--- src/rtl/dmem_access_arbiter.sv ---
// rtl/dmem_access_arbiter.sv - two-port arbiter/sequencer for the 512-byte data memory
module dmem_access_arbiter #(
    parameter int ADDR_W     = 9,
    parameter int ACCESS_CYC = 1,
    parameter int FAIR       = 1
) (
    input  logic              clk,
    input  logic              reset,
    input  logic              req0_valid,
    output logic              req0_ready,
    input  logic              req0_rw,
    input  logic              req0_sext,
    input  logic [1:0]        req0_size,
    input  logic [ADDR_W-1:0] req0_addr,
    input  logic [31:0]       req0_wdata,
    input  logic              req1_valid,
    output logic              req1_ready,
    input  logic              req1_rw,
    input  logic              req1_sext,
    input  logic [1:0]        req1_size,
    input  logic [ADDR_W-1:0] req1_addr,
    input  logic [31:0]       req1_wdata,
    output logic              resp0_valid,
    output logic [31:0]       resp0_rdata,
    output logic              resp0_err,
    output logic              resp1_valid,
    output logic [31:0]       resp1_rdata,
    output logic              resp1_err,
    output logic              mem_enable,
    output logic              mem_rw,
    output logic              mem_sext,
    output logic [1:0]        mem_size,
    output logic [ADDR_W-1:0] mem_addr,
    output logic [31:0]       mem_wdata,
    input  logic [31:0]       mem_rdata,
    output logic              busy
);
    localparam int CNT_W = (ACCESS_CYC > 1) ? $clog2(ACCESS_CYC) : 1;
    localparam logic [CNT_W-1:0] LAST_CNT = CNT_W'(ACCESS_CYC - 1);

    typedef enum logic [2:0] {IDLE, SETUP, ACCESS, DONE, ERR} state_t;

    state_t            state;
    logic              prio;
    logic              owner;
    logic [CNT_W-1:0]  cnt;
    logic              grant0, grant1, accept;
    logic              sel_rw, sel_sext, sel_err;
    logic [1:0]        sel_size;
    logic [ADDR_W-1:0] sel_addr;
    logic [31:0]       sel_wdata;

    // prio names the port that wins a tie next time (only used when FAIR)
    always_comb begin
        grant0 = 1'b0;
        grant1 = 1'b0;
        if (req0_valid && req1_valid) begin
            if ((FAIR != 0) && prio)
                grant1 = 1'b1;
            else
                grant0 = 1'b1;
        end else if (req0_valid) begin
            grant0 = 1'b1;
        end else if (req1_valid) begin
            grant1 = 1'b1;
        end
    end

    assign accept     = (state == IDLE) && (grant0 || grant1);
    assign req0_ready = (state == IDLE) && grant0 && !reset;
    assign req1_ready = (state == IDLE) && grant1 && !reset;
    assign busy       = (state != IDLE);

    assign sel_rw    = grant1 ? req1_rw    : req0_rw;
    assign sel_sext  = grant1 ? req1_sext  : req0_sext;
    assign sel_size  = grant1 ? req1_size  : req0_size;
    assign sel_addr  = grant1 ? req1_addr  : req0_addr;
    assign sel_wdata = grant1 ? req1_wdata : req0_wdata;
    assign sel_err   = (sel_size == 2'b11) ||
                       ((sel_size == 2'b01) && sel_addr[0]) ||
                       ((sel_size == 2'b10) && (sel_addr[1:0] != 2'b00));

    always_ff @(posedge clk or posedge reset) begin
        if (reset) begin
            state       <= IDLE;
            prio        <= 1'b0;
            owner       <= 1'b0;
            cnt         <= '0;
            mem_enable  <= 1'b0;
            mem_rw      <= 1'b0;
            mem_sext    <= 1'b0;
            mem_size    <= 2'b00;
            mem_addr    <= '0;
            mem_wdata   <= '0;
            resp0_valid <= 1'b0;
            resp0_err   <= 1'b0;
            resp0_rdata <= '0;
            resp1_valid <= 1'b0;
            resp1_err   <= 1'b0;
            resp1_rdata <= '0;
        end else begin
            case (state)
                IDLE: begin
                    if (accept) begin
                        owner <= grant1;
                        prio  <= grant0;
                        if (sel_err) begin
                            state       <= ERR;
                            resp0_valid <= grant0;
                            resp0_err   <= grant0;
                            resp1_valid <= grant1;
                            resp1_err   <= grant1;
                        end else begin
                            state     <= SETUP;
                            mem_rw    <= sel_rw;
                            mem_sext  <= sel_sext;
                            mem_size  <= sel_size;
                            mem_addr  <= sel_addr;
                            mem_wdata <= sel_wdata;
                        end
                    end
                end
                SETUP: begin
                    state      <= ACCESS;
                    mem_enable <= 1'b1;
                    cnt        <= '0;
                end
                ACCESS: begin
                    if (cnt == LAST_CNT) begin
                        // DataOut is captured on the edge that closes the final enable cycle
                        state      <= DONE;
                        mem_enable <= 1'b0;
                        if (owner) begin
                            resp1_valid <= 1'b1;
                            resp1_rdata <= mem_rw ? 32'h0 : mem_rdata;
                        end else begin
                            resp0_valid <= 1'b1;
                            resp0_rdata <= mem_rw ? 32'h0 : mem_rdata;
                        end
                    end else begin
                        cnt <= cnt + CNT_W'(1);
                    end
                end
                DONE, ERR: begin
                    state       <= IDLE;
                    resp0_valid <= 1'b0;
                    resp0_err   <= 1'b0;
                    resp0_rdata <= '0;
                    resp1_valid <= 1'b0;
                    resp1_err   <= 1'b0;
                    resp1_rdata <= '0;
                end
                default: state <= IDLE;
            endcase
        end
    end
endmodule

--- config.mk ---
export PLATFORM = sky130hd
export DESIGN_NAME = dmem_access_arbiter
export DESIGN_NICKNAME = d
export VERILOG_FILES = /design/src/rtl/dmem_access_arbiter.sv
export SDC_FILE = /design/constraint.sdc
export NUM_CORES = 1
export LEC_CHECK = 0
export CAP_MARGIN = 20
export CORE_UTILIZATION = 35
export CTS_CLUSTER_DIAMETER = 30
export DETAILED_ROUTE_END_ITERATION = 8
export HOLD_SLACK_MARGIN = 0.12
export PLACE_DENSITY = 0.79
export RECOVER_POWER = 25
export SLEW_MARGIN = 20
export SYNTH_ARGS = -nofsm -noshare
export SYNTH_HDL_FRONTEND = slang
export SYNTH_SLANG_ARGS = --single-unit
--- constraint.sdc ---
create_clock -name clk -period 7.04 [get_ports clk]
set_clock_uncertainty 0.1 [all_clocks]
set_input_delay 1.056 -clock clk [delete_from_list [all_inputs] [get_ports clk]]
set_output_delay 1.056 -clock clk [all_outputs]
set_load 0.01 [all_outputs]
==> impl_metrics.tcl, run 1 <==
set metrics [dict create \
    worstPathMaxFanout 8 \
    required_ns 5.88 \
    slew_headroom -0.942 \
    drc 0 \
    pre_cts_slack_ns 3.11 \
    n_fill_cell 1360 \
    cts_setup_buffers 0 \
    synth_top_family_by_area "multiplexers" \
    io_pins 243 \
    synth_top_area_frac 0.540 \
    grt_setup_unrepaired "false" \
    rows 45 \
    synth_seq_area_share 0.540 \
    grt_start_max_net_pins 66 \
    power_density_nw_per_um2 437 \
    root_buffer "clkbuf_16" \
    p_sw_uw 1310 \
    grt_pass1_vias 4713 \
    p_seq_frac 0.321 \
    reg2reg_depth 5 \
    maxCapViolCount 1 \
    p_clk_frac 0.208 \
    syn_nets 649 \
    grt_pass1_wl_mm 24.8 \
    drtIter0Drc 217 \
    synth_compound_area_frac 0.0880 \
    synthFlopType "dfrtp_1" \
    dieArea_um2 16300 \
    min_path_type "flip-flop to flip-flop" \
    syn2layout_area_growth_pct 56.9 \
    synth_common_cells "nand2_1 (134), dfrtp_1 (119), mux2_2 (71)" \
    portBuffers 242 \
    synthSimpleGateAreaFrac 0.156 \
    ant_nets 0 \
    drive_above_1_share 0.144 \
    via_per_inst 4.80 \
    routed_wirelength_mm 16.1 \
    p_leak_uw 0.00352 \
    clk_pin_slew_ns 0.05 \
    cts.sinks 119 \
    tns_ns 0 \
    multi_input_area_um2 2370 \
    synthXorXnorAreaFrac 0.00159 \
    p_int_uw 2480 \
    clk_latency_ns 0.41 \
    status "finished, violations left" \
    yosys_warnings 0 \
    initial_core_util 0.360 \
    yosysMostFrequentCell "nand2_1" \
    postCtsHoldBufs 0 \
    routedWlPerCell_um 16.4 \
    grt_usage 0.202 \
    synth-adder-area-share 0 \
    die_y_um 128 \
    synth.cell_area_um2 5520 \
    diodes 0 \
    synthTopCellsByArea "dfrtp_1 (54%), mux2_2 (14%), nand2_1 (9.1%)" \
    cts_buffers 17 \
    synth_cell_types 35 \
    register_area_um2 2980 \
    synth_mux_area_frac 0.184 \
    fin_crit_ns 4.04 \
    route.vias.total 4711 \
    cts_max_level 4 \
    violations "max-capacitance violations, max-slew violations" \
    nets 886 \
    globalRouteOverflowTotal 0 \
    dieWidth_um 128 \
    period_share 0.574 \
    finalSetupViolCount 0 \
    cts_tree "done" \
    crit_arrival_ns 2.88 \
    antenna_found_initial 0 \
    fin_ws_ns 3.00 \
    worstSetupPathType "input pin to primary output" \
    drv_slew 66 \
    cts_max_path_buffers 2 \
    synth-async-reset-ratio 1.00 \
    switching_share 0.345 \
    start_kind "input pin" \
    hold_depth 1 \
    fmax_mhz 247 \
    combPwrFrac 0.471 \
    synthCells 523 \
    core_area_um2 15300 \
    dpl.hpwl_mm 11.3 \
    gp_congestion 0.750 \
    critical_path.endpoint_type "primary output" \
    synth-seq-cells 119 \
    syn_avg_cell_area_um2 10.5 \
    peakVddDrop_uv 213 \
    hold_viol_final 0 \
    post_cts_resized 0 \
    yosys.area.top_type "dfrtp_1" \
    drtPass1Iterations 4 \
    synth-edff-count 0 \
    worst_slew_pin_slew_ns 2.90 \
]
## metal layers
metal	routed length (um)	vias to the layer above	global-route usage
met5	0	-	0
met4	194	0	0.0630
met3	1630	20	0.0888
met2	8160	193	0.359
met1	6070	2261	0.214
li1	-	2237	-
## worst max-delay path, stage by stage
cell,delay (ns)
dlygate4sd3_1,0.66
a21boi_0,0.32
nand2_1,0.13
nor2_1,0.15
clkdlybuf4s50_1,0.56
## stage by stage
stage	util	area [um^2]	cells	total power (uW)	hold WS [ns]
5_1_grt	0.565	8650	982	4020	0.387
3_3_place_gp	0.530	8120	951	2990	0.367
4_1_cts	0.565	8660	981	3840	0.386
6_report	0.565	8650	982	3780	0.382
3_5_place_dp	0.530	8120	951	3030	0.374
2_1_floorplan	-	5520	523	2080	0.359
## cell type report
| type | count | area share |
|---|---|---|
| repair buffers | 251 | 0.288 |
| multi-input cells | 368 | 0.273 |
| clock inverters | 3 | 0.00174 |
| clock buffers | 27 | 0.0604 |
| inverters | 3 | 0.00145 |
| well taps | 211 | 0.0305 |
| flip-flops and latches | 119 | 0.344 |
## logic make-up after synthesis
| family | Yosys count |
|---|---|
| and+or+nand+nor | 193 |
| DFF | 119 |
| muxes | 90 |
| AOI/OAI and AO/OA | 84 |
| buffers and inverters | 36 |
| xor gates and xnor gates | 1 |
## power by group through the flow
stage | logic [uW] | registers (uW) | clock network, uW
global route | 1930 | 1260 | 838
detailed placement | 1810 | 1220 | 0
finish | 1780 | 1210 | 788
global placement | 1780 | 1210 | 0
floorplan | 716 | 1360 | 0
CTS | 1810 | 1220 | 806
## registers in the layout, indices dropped and copies added (netlist names)
name	cells
mem_addr	9
mem_enable	1
mem_rw	1
mem_sext	1
mem_size	2
mem_wdata	32
owner	1
prio	1
resp0_err	1
resp0_rdata	32
resp0_valid	1
resp1_err	1
resp1_rdata	32
resp1_valid	1
state	3
## layout by cell type (no fill, tap or decap), drive strengths merged, types with 2 or more instances in the layout
cell type / instances
a21oi: 65
dlygate4sd3: 2
buf: 7
o21ai: 3
nand2b: 3
nand2: 135
mux2: 90
dfrtp: 119
clkbuf: 29
o2bb2ai: 4
clkdlybuf4s50: 240
or3: 2
nor2: 12
nor2b: 33
nor3: 3
clkinv: 3
a22o: 2
or2: 2
inv: 2
a221oi: 3
## path summary, 6_finish.rpt
path                                  start             end  slack (ns)
worst max-delay path             req1_valid      req0_ready        3.00
worst min-delay path            mem_size[1]     mem_size[1]        0.38
worst max register to register     state[2]  resp0_rdata[8]        4.01
worst min register to register  mem_size[1]     mem_size[1]        0.38
max in group asynchronous             reset  resp0_rdata[5]        3.25
min in group asynchronous             reset     mem_addr[2]        1.86
(Power assumes the default switching activity.)
==> run 2, diff against run 1 <==
PLACE_DENSITY = 0.81   (was 0.79)
clock period = 3.4 ns   (was 7.04 ns; I/O delays follow)
==> impl_metrics.tcl, run 2 (same netlist as run 1, synthesis figures left out) <==
set metrics [dict create \
    postCtsHoldBufs 0 \
    drv_slew 0 \
    worst_slew_pin_slew_ns 1.32 \
    drtIter0Drc 210 \
    pre_cts_slack_ns 0.510 \
    period_share 0.844 \
    cts_max_level 4 \
    critical_path.endpoint_type "primary output" \
    tns_ns 0 \
    rows 45 \
    layoutNonFillerInstCount 987 \
    multi_input_area_um2 2380 \
    portBuffers 242 \
    cts_tree "done" \
    fmax_mhz 348 \
    status "completed" \
    maxCapViolCount 0 \
    drive_above_1_share 0.159 \
    required_ns 2.79 \
    p_leak_uw 0.00358 \
    cts_buffers 17 \
    n_fill_cell 1310 \
    antenna_found_initial 0 \
    root_buffer "clkbuf_16" \
    ant_nets 0 \
    initial_core_util 0.360 \
    grt_setup_unrepaired "false" \
    grt_start_max_net_pins 94 \
    grt_pass1_vias 4688 \
    dieArea_um2 16300 \
    syn2layout_area_growth_pct 59.7 \
    nets 889 \
    routedWlPerCell_um 16.0 \
    drtPass1Iterations 4 \
    dieWidth_um 128 \
    layout_commonest_cell "clkdlybuf4s50_1" \
    diodes 0 \
    register_area_um2 2980 \
    min_path_type "flip-flop to flip-flop" \
    post_cts_resized 0 \
    cts_setup_buffers 0 \
    cts.sinks 119 \
    fin_ws_ns 0.530 \
    start_kind "input pin" \
    route.vias.total 4687 \
    top_regs "mem_wdata: 32 flops, resp0_rdata: 32 flops, resp1_rdata: 32 flops" \
    worstPathMaxFanout 8 \
    worstSetupPathType "input pin to primary output" \
    routed_wirelength_mm 15.8 \
    power_density_nw_per_um2 929 \
    placed_cells 955 \
    mostFrequentLayoutCells "clkdlybuf4s50_1 (241), nand2_1 (134), dfrtp_1 (119), mux2_2 (71), a21oi_1 (65)" \
    clk_latency_ns 0.40 \
    fin_area_um2 8810 \
    io_pins 243 \
    gp_congestion 0.750 \
    placed_area_um2 8190 \
    fin_crit_ns 2.87 \
    core_area_um2 15300 \
    drc 0 \
    grt_usage 0.203 \
    slew_headroom 0.121 \
    die_y_um 128 \
    dpl.hpwl_mm 11.0 \
    hold_viol_final 0 \
    finalSetupViolCount 0 \
    cts_max_path_buffers 2 \
    clk_pin_slew_ns 0.05 \
    grt_pass1_wl_mm 25.2 \
    peakVddDrop_uv 447 \
    globalRouteOverflowTotal 0 \
    crit_arrival_ns 2.26 \
    via_per_inst 4.75 \
]
## run 2: cell types whose count changed in the layout (fill, tap and decap cells not counted), sizes merged
cell,previous run,this run
buf,7,10
bufinv,0,5
clkdlybuf4s50,240,241
clkbuf,29,21
clkinvlp,1,5
dlygate4sd3,2,1
clkinv,3,4
## run 2: cell type report
cell class | count | area share
flip-flops and latches | 119 | 0.338
repair buffers | 254 | 0.288
multi-input cells | 368 | 0.270
clock buffers | 19 | 0.0492
well taps | 211 | 0.0300
clock inverters | 13 | 0.0232
inverters | 3 | 0.00142
## run 2: worst max-delay path, stage by stage
cell and delay (ns):
clkdlybuf4s50_1 0.57, a21boi_0 0.33, nand2_1 0.11, nor2_1 0.17, clkdlybuf4s50_1 0.56
## run 2: worst paths after layout
check / depth (start not counted) / end / from / slack (ns)
worst max-delay path: 5 / req0_ready / req1_valid / 0.53
worst min register to register: 1 / mem_wdata[27] / mem_wdata[27] / 0.39
worst max register to register: 5 / resp1_valid / state[2] / 1.14
min in group asynchronous: 2 / mem_wdata[0] / reset / 0.40
max in group asynchronous: 3 / resp1_rdata[28] / reset / 1.25
worst min-delay path: 1 / mem_wdata[27] / mem_wdata[27] / 0.39
## run 2: per-layer routing
layer  track usage  vias up  share of wire  wire (um)
li1              -     2246              -          -
met4        0.0651        0         0.0098        156
met5             0        -              0          0
met2         0.355      184           0.50       7990
met1         0.227     2246           0.39       6230
met3        0.0796       11          0.093       1470
## run 2: per-stage QoR
step / power, uW / utilization / hold WS, ns
2_1_floorplan: 4300 / - / 0.359
3_3_place_gp: 6230 / 0.535 / 0.367
3_5_place_dp: 6320 / 0.535 / 0.374
4_1_cts: 8300 / 0.576 / 0.280
5_1_grt: 8700 / 0.575 / 0.386
6_report: 8190 / 0.575 / 0.386
## run 2: power by group
| group | leakage, uW | total [uW] | internal [uW] | switching [uW] |
|---|---|---|---|---|
| sequential | 0.00152 | 2530 | 2120 | 413 |
| combinational | 0.00176 | 3720 | 2000 | 1720 |
| clock | 0.000299 | 1930 | 1300 | 639 |
==> run 3, diff against run 2 <==
clock period = 2.5 ns   (was 3.4 ns; I/O delays follow)
==> impl_metrics.tcl, run 3 (same netlist as run 1, synthesis figures left out) <==
set metrics [dict create \
    status "completed" \
    p_leak_uw 0.00370 \
    slew_headroom 0.217 \
    drv_slew 0 \
    crit_arrival_ns 2.44 \
    maxCapViolCount 0 \
    hold_depth 1 \
    nets 903 \
    cts_max_path_buffers 2 \
    crit_path_start "state[2]" \
    drtPass1Iterations 6 \
    top_layer "met4" \
    start_kind "flip-flop" \
    die_y_um 128 \
    portBuffers 242 \
    p_clk_frac 0.235 \
    tns_ns 0 \
    worstSetupPathType "flip-flop to flip-flop" \
    critPathSlowestCell "dfrtp_1" \
    cts.sinks 119 \
    routed-wl-met2_mm 8.45 \
    grt_start_max_net_pins 73 \
    grt_usage 0.209 \
    placed_area_um2 8280 \
    critical_path.endpoint_type "flip-flop" \
    dr_wl_met3_mm 1.62 \
    period_share 0.901 \
    drc 0 \
    cts_max_level 4 \
    root_buffer "clkbuf_16" \
    n_fill_cell 1340 \
    grt_pass1_vias 4889 \
    switching_share 0.339 \
    clk_pin_slew_ns 0.06 \
    fin_ws_ns 0.248 \
    ff2ff_setup_slack_ns 0.25 \
    gp_congestion 0.744 \
    ant_nets 0 \
    cts_tree "done" \
    cts_buffers 17 \
    dpl.hpwl_mm 11.7 \
    pre_cts_slack_ns 0.0598 \
    initial_core_util 0.360 \
    worst_slew_pin_slew_ns 1.17 \
    dieArea_um2 16300 \
    total_power_uw 11300 \
    routedWlPerCell_um 16.7 \
    diodes 0 \
    cpPeakStageDelay_ns 0.46 \
    rows 45 \
    reg2reg_depth 8 \
    io_pins 243 \
    via_per_inst 4.78 \
    crit_top_cell "buf_4" \
    globalRouteOverflowTotal 0 \
    p_sw_uw 3840 \
    top_regs "mem_wdata: 32 flops, resp0_rdata: 32 flops, resp1_rdata: 32 flops" \
    finalSetupViolCount 0 \
    postCtsHoldBufs 0 \
    route.vias.total 4785 \
    min_path_type "flip-flop to flip-flop" \
    mostFrequentLayoutCells "clkdlybuf4s50_1 (238), nand2_1 (134), dfrtp_1 (119), mux2_2 (71), a21oi_1 (65)" \
    crit_chain "nor3_4 > buf_4 > buf_4 > buf_4 > o21ai_2 > nor3_4 > buf_12 > mux2_1" \
    worstPathMaxFanout 24 \
    dieWidth_um 128 \
    combPwrFrac 0.464 \
    layoutNonFillerInstCount 1001 \
    fin_area_um2 8940 \
    power_density_nw_per_um2 1270 \
    r2r-end "mem_wdata[28]" \
    required_ns 2.69 \
    clk_latency_ns 0.41 \
    fmax_mhz 444 \
    antenna_found_initial 0 \
    grt_setup_unrepaired "false" \
    core_area_um2 15300 \
    p_int_uw 7500 \
    grt_pass1_wl_mm 25.9 \
    fin_crit_ns 2.25 \
    routed_wirelength_mm 16.7 \
    p_seq_frac 0.302 \
    drtIter0Drc 188 \
    syn2layout_area_growth_pct 62.1 \
    placed_cells 965 \
    drive_above_1_share 0.175 \
    peakVddDrop_uv 685 \
    crit_end "mem_wdata[28]" \
    r2r-start "state[2]" \
    layout_commonest_cell "clkdlybuf4s50_1" \
    drt-met1-wl_mm 6.44 \
    hold_viol_final 0 \
]
## run 3: area by class of cell
cell class              instances  area, um^2  share of cell area
well taps                     211         264              0.0295
clock buffers                  19         443              0.0495
repair buffers                268        2660               0.297
flip-flops and latches        119        2980               0.333
clock inverters                13         203              0.0227
multi-input cells             368        2380               0.266
inverters                       3        15.0             0.00168
## run 3: critical path, delay by kind of cell, from the launching register on
kind / cells / cell delay, ns
multiplexers: 1 / 0.35
flip-flops: 1 / 0.46
AO/OA/AOI/OAI: 1 / 0.08
AND/OR/NAND/NOR: 2 / 0.58
buffers and inverters: 4 / 0.55
## run 3: worst min-delay path by stage
stage	start	end	slack, ns
floorplan	prio	prio	0.36
global placement	mem_wdata[24]	mem_wdata[24]	0.37
detailed placement	mem_wdata[2]	mem_wdata[2]	0.37
CTS	mem_wdata[2]	mem_wdata[2]	0.39
global route	mem_wdata[31]	mem_wdata[31]	0.40
finish	mem_wdata[24]	mem_wdata[24]	0.38
## run 3: what timing repair did
action / in CTS / in global routing
endpoints found under the setup margin: 2 / 2
pin swaps: 1 / 1
setup buffers: 2 / 2
endpoints found under the hold margin: 0 / 0
gates resized for setup: 0 / 3
## run 3: through the flow
step | hold WS [ns] | util
after floorplan | 0.359 | -
after global routing | 0.400 | 0.584
after CTS | 0.387 | 0.583
after global placement | 0.367 | 0.540
after detailed placement | 0.374 | 0.540
final | 0.381 | 0.584
## run 3: per-layer routing
layer / vias to the layer above / track usage
li1: 2274 / -
met1: 2303 / 0.227
met2: 193 / 0.371
met3: 15 / 0.0871
met4: 0 / 0.0637
met5: - / 0
## run 3: power by group through the flow
stage	Combinational (uW)	Sequential, uW	Clock [uW]
3_5_place_dp	5240	3450	0
3_3_place_gp	5150	3410	0
6_report	5260	3420	2660
2_1_floorplan	2020	3830	0
5_1_grt	5680	3540	2800
4_1_cts	5300	3430	2710
==> RTL edit 1 (settings of run 2) <==
The parameter `ADDR_W` goes from 9 to 7.
--- a/src/rtl/dmem_access_arbiter.sv
+++ b/src/rtl/dmem_access_arbiter.sv
@@ -2,3 +2,3 @@
 module dmem_access_arbiter #(
-    parameter int ADDR_W     = 9,
+    parameter int ADDR_W     = 7,
     parameter int ACCESS_CYC = 1,
Ports: changed (resized mem_addr, req0_addr and req1_addr); port bits go from 243 to 237. No check against the original RTL was run, so the function may have changed too.
==> RTL edit 1 against run 2 <==
  * The run now ends with max-capacitance violations, max-slew violations left
  * Global-route usage fell by 0.55 points
  * Cell area rose by 0.53%
  * Largest power group unchanged
  * Area after synthesis rose by 3.3%
  * Power decreased by 2.2%
  * Wire length increased by 1.3%
  * Clock power fell by 6%
  * Worst setup slack better by 0.047 ns
  * Utilization is 1.8 points lower
  * Sequential cell count decreased by 2
  * Synthesized cell count grew 2.7%
  * First-iteration DRC count down 2.9%
  * Final cell count increased by 0.71%
  * Count of clock-buffer cells in the layout rose by 2
  * Largest cell class unchanged
==> RTL edit 1: results (changes against run 2) <==
synthXorXnorAreaFrac: 0.00154  # -0.0000509
run_status: "finished with violations"
critical_path_peak_fanout: 15  # +7
startpoint: "state[0]"
hold_path.startpoint: "mem_enable"
place_hpwl_mm: 10.9  # -1.4%
drv_slew: 118  # +118
nets: 889  # unchanged
synthCells: 537  # +2.7%
pre_cts_slack_ns: 0.608  # +0.0979 ns
worst_path_dominant_cell_family: "buffers and inverters"
drtIter0Drc: 204  # -2.9%
critical-path-slowest-cell: "dfrtp_1"
critPathCapture: "req1_ready"
drt_met1_wl_mm: 6.59  # +5.8%
layout-drive-gt1-share: 0.174  # +0.0150
yosys-mux-area-fraction: 0.196  # +0.0126
power_report.internal_total_mw: 5.31  # -2.0%
share_of_synthesized_area_occupied_by_flip_flops_and_latches: 0.514  # -0.0261
irDropWorstVdd_mv: 0.423  # -5.3%
first_global_vias: 4835  # +3.1%
p_leak_nw: 3.64  # +1.7%
post_synth_most_frequent_cells: "nand2_1, dfrtp_1, a21oi_1, mux2_2, mux2_4"
io_buffers: 236  # -2.5%
overall_fraction_of_global_route_tracks_in_use: 0.198  # -0.00548
setup_slack_on_the_worst_flop_to_flop_path_ns: 1.17  # +0.03 ns
synth_nets: 659  # +1.5%
holdPathEnd: "mem_enable"
placed_cell_area_um2: 8270  # +0.96%
synth_compound_gate_area_share: 0.0979  # +0.00991
routabilityCongestion: 0.811  # +8.2%
placed_cells_incl_taps: 964  # +0.94%
min_delay_path_depth: 2  # +1
totalWireLength_mm: 16.0  # +1.3%
viasPerCell: 4.78  # +0.67%
met2WireLength_mm: 7.78  # -2.6%
synth_top_cells_by_area: "dfrtp_1, mux2_4, mux2_2, nand2_1, a21oi_1"
multi_input_area_um2: 2590  # +9.0%
detailroute.wirelength.met3_mm: 1.52  # +3.9%
critical_path.reg2reg.endpoint: "mem_addr[5]"
post_synth_num_cell_types: 38  # +8.6%
cap_viol_max_count: 1  # +1
post_route_hold_slack_ns: 0.400  # +0.0132 ns
global_route.usage.met3: 0.0838  # +0.00425
violated_checks: "max-capacitance violations, max-slew violations"
num-fill-cells: 1354  # +3.4%
groute.layer.met1.usage: 0.235  # +0.00822
layoutNonFillerInstCount: 994  # +0.71%
timing.critical_path.arrival_ns: 2.21  # -0.05 ns
htree_levels: 4  # unchanged
grt_max_degree: 118  # +26%
[RTL edit 1: cell types whose count changed after synthesis, moves of 3 or more]
cell,before,now
nor3_1,1,5
o21ai_0,2,7
buf_1,7,2
a21oi_1,65,68
nand2_1,134,138
mux2_1,19,0
mux2_4,0,40
o2bb2ai_1,4,0
mux2_2,71,46
buf_2,2,8
[RTL edit 1: final cells by class]
class,instances,share of cell area
Clock inverter,9,0.0144
Tap cell,216,0.0305
Multi-Input combinational cell,382,0.293
Timing Repair Buffer,245,0.276
Inverter,4,0.00212
Sequential cell,117,0.331
Clock buffer,21,0.0531
[RTL edit 1: power groups by stage]
stage               clock (mW)  combinational (mW)  sequential, mW
floorplan                    0                1.69            2.70
global placement             0                3.70            2.47
detailed placement           0                3.77            2.48
CTS                       1.85                3.78            2.49
global route              1.92                4.04            2.57
finish                    1.81                3.72            2.48
==> RTL edit 2 (flow settings as in run 2) <==
Made on the original files. Put one more register stage on the output `resp0_err`, without a reset. The value now appears one clock later. The other outputs are not delayed to match.
--- a/src/rtl/dmem_access_arbiter.sv
+++ b/src/rtl/dmem_access_arbiter.sv
@@ -41,2 +41,4 @@
     typedef enum logic [2:0] {IDLE, SETUP, ACCESS, DONE, ERR} state_t;
+
+    logic resp0_err_s0;
 
@@ -95,3 +97,3 @@
             resp0_valid <= 1'b0;
-            resp0_err   <= 1'b0;
+            resp0_err_s0 <= 1'b0;
             resp0_rdata <= '0;
@@ -109,3 +111,3 @@
                             resp0_valid <= grant0;
-                            resp0_err   <= grant0;
+                            resp0_err_s0 <= grant0;
                             resp1_valid <= grant1;
@@ -146,3 +148,3 @@
                     resp0_valid <= 1'b0;
-                    resp0_err   <= 1'b0;
+                    resp0_err_s0 <= 1'b0;
                     resp0_rdata <= '0;
@@ -156,2 +158,6 @@
     end
+    always_ff @(posedge clk) begin
+        resp0_err <= resp0_err_s0;
+    end
+
 endmodule
Formal check against the unedited RTL: not equivalent (Yosys sat finds a counterexample within 4 cycles, from zero or initial values and one cycle with reset high).
==> RTL edit 2 against run 2 <==
  * Global-route usage about the same
  * Utilization shrank 0.98 points
  * Worst setup slack got worse by 0.053 ns
  * Wire length is 0.35% lower
  * Area after synthesis decreased by 1.9%
  * Combinational power is 2% lower
  * Critical path depth shrank 1
  * Fmax shrank 1.8%
  * Sequential share of layout area up 1.2 points
  * Non-clock buffer count decreased by 2
  * Power down 2.6%
  * Cell area decreased by 2.8%
  * Sequential cell count rose by 1
  * Worst hold slack got worse by 0.11 ns
  * Critical path type is now flip-flop to primary output
  * Largest cell class unchanged
==> RTL edit 2: results (changes against run 2) <==
run_status: "complete, no violations"
avgRoutedWirePerCell_um: 15.6  # -2.7%
drtPass1Iterations: 4  # unchanged
critical_path_peak_fanout: 12  # +4
io_buffers: 242  # unchanged
cts.reportedPaths.clkPinSlew_ns: 0.05  # about the same
clockRootBuffer: "clkbuf_16"
cts_post_setup_buffers_inserted: 0  # unchanged
timing.critical_path.arrival_ns: 2.31  # +0.05 ns
placed_cell_area_um2: 8000  # -2.3%
grt_first_pass_wirelength_mm: 25.1  # -0.16%
viasPerCell: 4.89  # +3.0%
grt_max_degree: 89  # -5.3%
ys_dominant_reg_cell: "dfrtp_1"
antenna_cells_inserted: 0  # unchanged
post_synth_num_cell_types: 30  # -14%
post_synth_most_frequent_cells: "nand2_1, dfrtp_1, a21oi_1, nor2_1, mux2i_1"
share_of_synthesized_area_occupied_by_flip_flops_and_latches: 0.554  # +0.0142
cpPeakStageDelay_ns: 0.55  # -0.02 ns
grt_antenna_before_repair: 0  # unchanged
min_path_type: "flip-flop to flip-flop"
tightest_slew_ns: 1.22  # -0.103 ns
synth-async-reset-ratio: 0.992  # -0.00833
nets: 937  # +5.4%
route.vias.total: 4943  # +5.5%
critical-path-slowest-cell: "clkdlybuf4s50_1"
cts_buffer_depth: 2  # unchanged
placed_cells_incl_taps: 980  # +2.6%
routabilityCongestion: 0.751  # +0.12%
ctsResizeCount: 0  # unchanged
layout-drive-gt1-share: 0.0595  # -0.0990
irDropWorstVdd_mv: 0.411  # -8.0%
place_hpwl_mm: 11.0  # -0.15%
htree_levels: 4  # unchanged
p_leak_nw: 3.63  # +1.5%
drtIter0Drc: 190  # -9.5%
num-fill-cells: 1322  # +0.92%
synth_nets: 708  # +9.1%
synth_top_cells_by_area: "dfrtp_1, a21oi_1, nand2_1, mux2i_1, nor2b_1"
first_global_vias: 5046  # +7.6%
setup_slack_on_the_worst_flop_to_flop_path_ns: 1.08  # -0.06 ns
synthCells: 582  # +11%
overall_fraction_of_global_route_tracks_in_use: 0.204  # about the same
reg_top3: "mem_wdata: 32 flops, resp0_rdata: 32 flops, resp1_rdata: 32 flops"
cts_inserted_buffers: 17  # unchanged
yosysWarnings: 0  # unchanged
worst_path_dominant_cell_family: "buffers and inverters"
insertion_delay_ns: 0.41
[RTL edit 2: cell types whose count changed in the layout (fill, tap and decap cells not counted), moves of 4 or more]
cell,before,now
a21oi_1,65,114
clkbuf_8,0,4
mux2_1,19,0
mux2_2,71,0
mux2i_1,0,46
nor2_1,12,54
nor3_1,0,4
o21ai_0,2,6
o2bb2ai_1,4,0
[RTL edit 2: worst paths after layout]
path,from,end,cells past startpoint
min,resp0_err_s0,resp0_err,0
max reg2reg,state[0],mem_addr[8],6
min reg2reg,resp0_err_s0,resp0_err,0
min in group asynchronous,reset,prio,2
max,state[0],req0_ready,4
max in group asynchronous,reset,mem_wdata[2],3
[RTL edit 2: stage by stage]
stage / setup slack [ns] / hold WS, ns
finish: 0.477 / 0.273
global route: 0.291 / 0.285
CTS: 0.610 / 0.269
detailed placement: 0.753 / 0.258
global placement: 0.808 / 0.255
floorplan: 1.16 / 0.247
[RTL edit 2: metal layers]
layer  up-vias  wire [µm]  track usage
met5         -          0            0
met4         0        259       0.0709
met3        21       1330       0.0793
met2       184       7810        0.349
met1      2344       6390        0.231
li1       2394          -            -
[RTL edit 2: layout make-up]
cell class              instances  area [µm²]  share of cell area
clock inverters                 8        95.1              0.0111
multi-input cells             416        2200               0.257
clock buffers                  23         488              0.0570
well taps                     188         235              0.0275
inverters                       4        16.3             0.00190
repair buffers                252        2530               0.296
flip-flops and latches        120        3000               0.350
[RTL edit 2: logic make-up after synthesis]
group,synth area share
xor gates and xnor gates,0.00162
muxes,0.0851
AOI/OAI and AO/OA,0.130
DFF,0.554
buffers and inverters,0.0407
and+or+nand+nor,0.188
[RTL edit 2: where the power goes]
group	internal (mW)	switching (mW)
Sequential	2.13	0.423
Combinational	1.87	1.77
Clock	1.15	0.619
Total	5.15	2.82
